==> config.mk <==
export PLATFORM = sky130hd
export DESIGN_NAME = uart_tx_io
export DESIGN_NICKNAME = d
export VERILOG_FILES = /design/src/rtl/uart_tx_io.sv
export SDC_FILE = /design/constraint.sdc
export NUM_CORES = 1
export LEC_CHECK = 0
export BUFFER_PORTS_ARGS = -buffer_cell sky130_fd_sc_hd__buf_2
export CORE_ASPECT_RATIO = 1.4
export CORE_MARGIN = 3
export CORE_UTILIZATION = 44
export CTS_CLUSTER_DIAMETER = 120
export CTS_CLUSTER_SIZE = 16
export DETAILED_ROUTE_END_ITERATION = 10
export HOLD_SLACK_MARGIN = 0.06
export MAX_ROUTING_LAYER = met4
export PLACE_DENSITY_LB_ADDON = 0.08
export SYNTH_ARGS = -nofsm -noshare
export SYNTH_HDL_FRONTEND = slang
export SYNTH_SLANG_ARGS = --single-unit
==> constraint.sdc <==
create_clock -name clk -period 4.5 [get_ports clk]
set_input_delay 0 -clock clk [delete_from_list [all_inputs] [get_ports clk]]
set_output_delay 0 -clock clk [all_outputs]
set_load 0.02 [all_outputs]
==> src/rtl/uart_tx_io.sv <==
// rtl/uart_tx_io.sv - memory-mapped 8N1 UART transmitter with a small transmit FIFO
module uart_tx_io #(
    parameter int CLKS_PER_BIT = 87,
    parameter int FIFO_DEPTH   = 8,
    localparam int CW = $clog2(FIFO_DEPTH) + 1
) (
    input  logic          clk,
    input  logic          rst,
    input  logic          wr_en,
    input  logic [7:0]    wr_data,
    input  logic          clr_ovf,
    output logic          tx,
    output logic          busy,
    output logic          full,
    output logic          empty,
    output logic          overflow,
    output logic [CW-1:0] count
);

    localparam int PW = $clog2(FIFO_DEPTH);
    localparam int BW = $clog2(CLKS_PER_BIT);

    localparam logic [1:0] IDLE  = 2'd0;
    localparam logic [1:0] START = 2'd1;
    localparam logic [1:0] DATA  = 2'd2;
    localparam logic [1:0] STOP  = 2'd3;

    logic [7:0]    mem [FIFO_DEPTH];
    logic [PW-1:0] wr_ptr;
    logic [PW-1:0] rd_ptr;
    logic [CW-1:0] count_reg;
    logic          ovf_reg;
    logic [1:0]    state;
    logic [BW-1:0] baud_cnt;
    logic [2:0]    bit_idx;
    logic [7:0]    shift_reg;
    logic          tx_reg;

    logic full_int;
    logic empty_int;
    logic wr_accept;
    logic pop;
    logic baud_end;

    assign full_int  = (count_reg == CW'(FIFO_DEPTH));
    assign empty_int = (count_reg == '0);
    // Acceptance and pop are both judged on the pre-edge count.
    assign wr_accept = wr_en && !full_int;
    assign pop       = (state == IDLE) && !empty_int;
    assign baud_end  = (baud_cnt == BW'(CLKS_PER_BIT - 1));

    always_ff @(posedge clk) begin
        if (wr_accept) begin
            mem[wr_ptr] <= wr_data;
        end
    end

    always_ff @(posedge clk) begin
        if (rst) begin
            wr_ptr    <= '0;
            rd_ptr    <= '0;
            count_reg <= '0;
            ovf_reg   <= 1'b0;
            state     <= IDLE;
            baud_cnt  <= '0;
            bit_idx   <= '0;
            shift_reg <= '0;
            tx_reg    <= 1'b1;
        end else begin
            if (wr_accept) begin
                wr_ptr <= wr_ptr + PW'(1);
            end
            if (pop) begin
                rd_ptr <= rd_ptr + PW'(1);
            end
            case ({wr_accept, pop})
                2'b10:   count_reg <= count_reg + CW'(1);
                2'b01:   count_reg <= count_reg - CW'(1);
                default: count_reg <= count_reg;
            endcase

            // A dropped write outranks a same-cycle clear.
            if (wr_en && full_int) begin
                ovf_reg <= 1'b1;
            end else if (clr_ovf) begin
                ovf_reg <= 1'b0;
            end

            case (state)
                IDLE: begin
                    tx_reg   <= 1'b1;
                    baud_cnt <= '0;
                    if (pop) begin
                        shift_reg <= mem[rd_ptr];
                        tx_reg    <= 1'b0;
                        state     <= START;
                    end
                end
                START: begin
                    if (baud_end) begin
                        baud_cnt <= '0;
                        bit_idx  <= '0;
                        tx_reg   <= shift_reg[0];
                        state    <= DATA;
                    end else begin
                        baud_cnt <= baud_cnt + BW'(1);
                    end
                end
                DATA: begin
                    if (baud_end) begin
                        baud_cnt  <= '0;
                        shift_reg <= {1'b0, shift_reg[7:1]};
                        bit_idx   <= bit_idx + 3'd1;
                        if (bit_idx == 3'd7) begin
                            tx_reg <= 1'b1;
                            state  <= STOP;
                        end else begin
                            tx_reg <= shift_reg[1];
                        end
                    end else begin
                        baud_cnt <= baud_cnt + BW'(1);
                    end
                end
                default: begin
                    if (baud_end) begin
                        baud_cnt <= '0;
                        state    <= IDLE;
                    end else begin
                        baud_cnt <= baud_cnt + BW'(1);
                    end
                end
            endcase
        end
    end

    assign tx       = tx_reg;
    assign busy     = (state != IDLE) || !empty_int;
    assign full     = full_int;
    assign empty    = empty_int;
    assign overflow = ovf_reg;
    assign count    = count_reg;

endmodule

==> flow_metrics.py <==
metrics = {
    "floorplan": {
        "die_y_um": 122,
        "dieArea_um2": 10900,
        "initial_core_util_pct": 46.0,
        "die_w_um": 89.1,
        "core_um2": 9230,
        "rows": 41,
        "num_io_pins": 21,
    },
    "timing": {
        "hold_viol": 0,
        "rsz0062_at_grt": "no",
        "min_period_ns": 2.74,
        "fin_crit_sh_pct": 60.8,
        "fin_ws_ns": 1.76,
        "drv_slew": 0,
        "setup-tns-final_ns": 0,
        "finalSetupViolCount": 0,
        "worstMarginPinSlew_ns": 1.01,
        "hold_ws_ns": 0.111,
        "relSlewSlack_pct": 32.4,
        "clock.fmax_mhz": 365,
        "fin_skew_ns": 0.00466,
    },
    "setup_path": {
        "crit_top_cell": "ha_1",
        "crit_chain": "or4b_1 -> nand2_4 -> ha_1 -> xor2_1 -> ha_1 -> o21a_1 -> nor3_1 -> mux2_1",
        "rr_worst_depth": 8,
        "required_ns": 4.73,
        "r2r_end": "count[2]$_SDFFE_PP0P_",
        "timing.rr.start": "count[0]$_SDFFE_PP0P_",
        "cp_slowest_cell": "or4b_1",
        "cp-end-kind": "flop",
        "worst_path_dominant_cell_family": "simple AND/OR/NAND/NOR gates",
        "cp-startpoint": "count[0]$_SDFFE_PP0P_",
        "path_buf_inv": 0,
        "cp_num_cells": 8,
        "crit_end": "count[2]$_SDFFE_PP0P_",
        "critPathMaxFanout": 10,
        "reg2reg_slack_ns": 1.76,
        "slowest_delay_ns": 0.72,
        "start_kind": "flop",
        "crit_arrival_ns": 2.96,
        "crit_type": "reg2reg",
    },
    "yosys": {
        "ys_async_sr_fraction_pct": 0,
        "synth_top_cell_area_share_pct": 45.2,
        "synth-edff-count": 64,
        "synth_cells": 300,
        "ys_warn_count": 0,
        "synth_area_leaders": "edfxtp_1 (45%), dfxtp_1 (16%), mux4_2 (5.3%)",
        "netlist_area_um2": 4250,
        "syn_nets": 323,
        "synth_top_area_cell": "edfxtp_1",
        "synth.distinct_cells": 56,
        "ys_seq_area_share_pct": 61.7,
        "ys_ff_latch": 99,
        "synth_area_per_cell_um2": 14.2,
        "synth_flop_cell": "edfxtp_1",
    },
    "clock_tree": {
        "post_cts_buffers": 0,
        "htreeDepth": 3,
        "clk_latency_ns": 0.34,
        "cts-resized-gates": 0,
        "cts_made_buffers": 9,
        "cts_root_buf": "clkbuf_16",
        "clk_pin_slew_ns": 0.07,
        "cts_buffer_depth": 2,
        "cts_tree": "built",
        "cts.sinks": 99,
    },
    "finish": {
        "final_cell_mix": "edfxtp_1 (64), dfxtp_1 (35), nor2_1 (30)",
        "diodes": 0,
        "area_growth_pct": 12.6,
        "final_layout_size_suffix_gt1_share_pct": 18.5,
        "final_common_cell": "edfxtp_1",
        "largest_reg_flops": 64,
        "fin_nets": 349,
    },
    "global_routing": {
        "grt-ovfl-total": 0,
        "antenna_found_initial": 0,
        "grt.total_usage_pct": 16.0,
        "grt_max_degree": 29,
        "grt_pass1_wl_um": 12400,
        "grt_pass1_vias": 2356,
    },
    "place": {
        "place_ws_ns": 1.75,
        "portBuffers": 20,
        "dpl.hpwl_um": 4880,
        "gp_congestion": 0.741,
    },
    "drt": {
        "wl_met2_um": 3890,
        "top_layer": "met4",
        "drt_first_iter_violations": 106,
        "wl_um": 7700,
        "avgViaCountPerCell": 5.52,
        "dr_total_vias": 2413,
        "final_antenna_net_count": 0,
        "met3_length_um": 176,
        "drt-met1-wl_um": 3540,
        "wl_per_cell_um": 17.6,
        "firstDrtPassIters": 4,
        "drc": 0,
    },
    "job": {
        "maxCapViolCount": 0,
    },
    "power_and_ir_drop": {
        "peakVddDrop_uv": 292,
        "leakage_nw": 1.72,
        "powerDensity_nw_per_um2": 563,
    },
    "outcome": {
        "outcome": "complete, no violations",
    },
    "hold_path": {
        "hp-class": "in2reg",
    },
}
-- cell usage after synthesis, types with 3 or more instances --
master / count
edfxtp_1: 64
xor2_1: 7
inv_1: 14
buf_2: 9
nor2_1: 30
a21oi_1: 13
a22o_1: 7
nor3_1: 7
clkbuf_1: 4
o22ai_1: 6
nand2b_1: 5
nand3_1: 8
dfxtp_1: 35
nand2_1: 8
or3_1: 3
mux4_1: 6
xnor2_1: 4
mux4_2: 10
mux2i_1: 4
ha_1: 11
-- routing by layer --
metal / vias to the layer above / global-route usage [%]
li1: 1184 / -
met2: 22 / 24.9
met3: 9 / 3.22
met4: 0 / 6.33
met5: - / -
met1: 1198 / 20.6
-- cell type report --
cell class | instances | area, um2
inverter | 15 | 56.3
tap | 107 | 134
multi-input combinational | 169 | 1490
fill | 806 | 4450
clock inverter | 6 | 41.3
timing repair buffer | 32 | 218
clock buffer | 9 | 225
sequential | 99 | 2620
-- repair_timing --
action | 4_1_cts | 5_1_grt
hold endpoints to repair | 66 | 0
endpoints found under the setup margin | 0 | 0
hold buffers | 11 | 0
-- stage by stage --
stage / total power (W) / util, % / instance area [um2] / cells
final: 0.00269 / 51.8 / 4780 / 437
after global routing: 0.00286 / 51.8 / 4780 / 437
after CTS: 0.00273 / 51.8 / 4780 / 437
after detailed placement: 0.00201 / 47.7 / 4410 / 411
after global placement: 0.00201 / 47.7 / 4410 / 411
after floorplan: 0.00185 / - / 4250 / 300
-- how the worst min path moves through the flow --
stage | from | cells after the start | end
2_1_floorplan | wr_data[0] | 0 | mem[0][0]$_DFFE_PP_
3_3_place_gp | wr_data[1] | 1 | mem[4][1]$_DFFE_PP_
3_5_place_dp | wr_data[1] | 1 | mem[3][1]$_DFFE_PP_
4_1_cts | rst | 2 | count[0]$_SDFFE_PP0P_
5_1_grt | rst | 2 | count[0]$_SDFFE_PP0P_
6_report | rst | 2 | rd_ptr[2]$_SDFFE_PP0P_
-- where the power goes --
group / switching [W] / internal [W] / leakage [nW]
clock network: 0.000329 / 0.000374 / 0.136
registers: 0.000119 / 0.00107 / 0.867
logic: 0.000426 / 0.000376 / 0.718
total: 0.000874 / 0.00182 / 1.72
-- kinds of logic after synthesis --
family | count (synthesis) | share of synthesized area (%)
simple gates | 82 | 10.7
buf+inv | 32 | 3.91
mux | 21 | 10.2
xor+xnor | 11 | 2.27
fa+ha+maj | 11 | 3.24
compound gates | 44 | 7.95
flops | 99 | 61.7
Note: power is estimated with default switching activity, not from simulation.
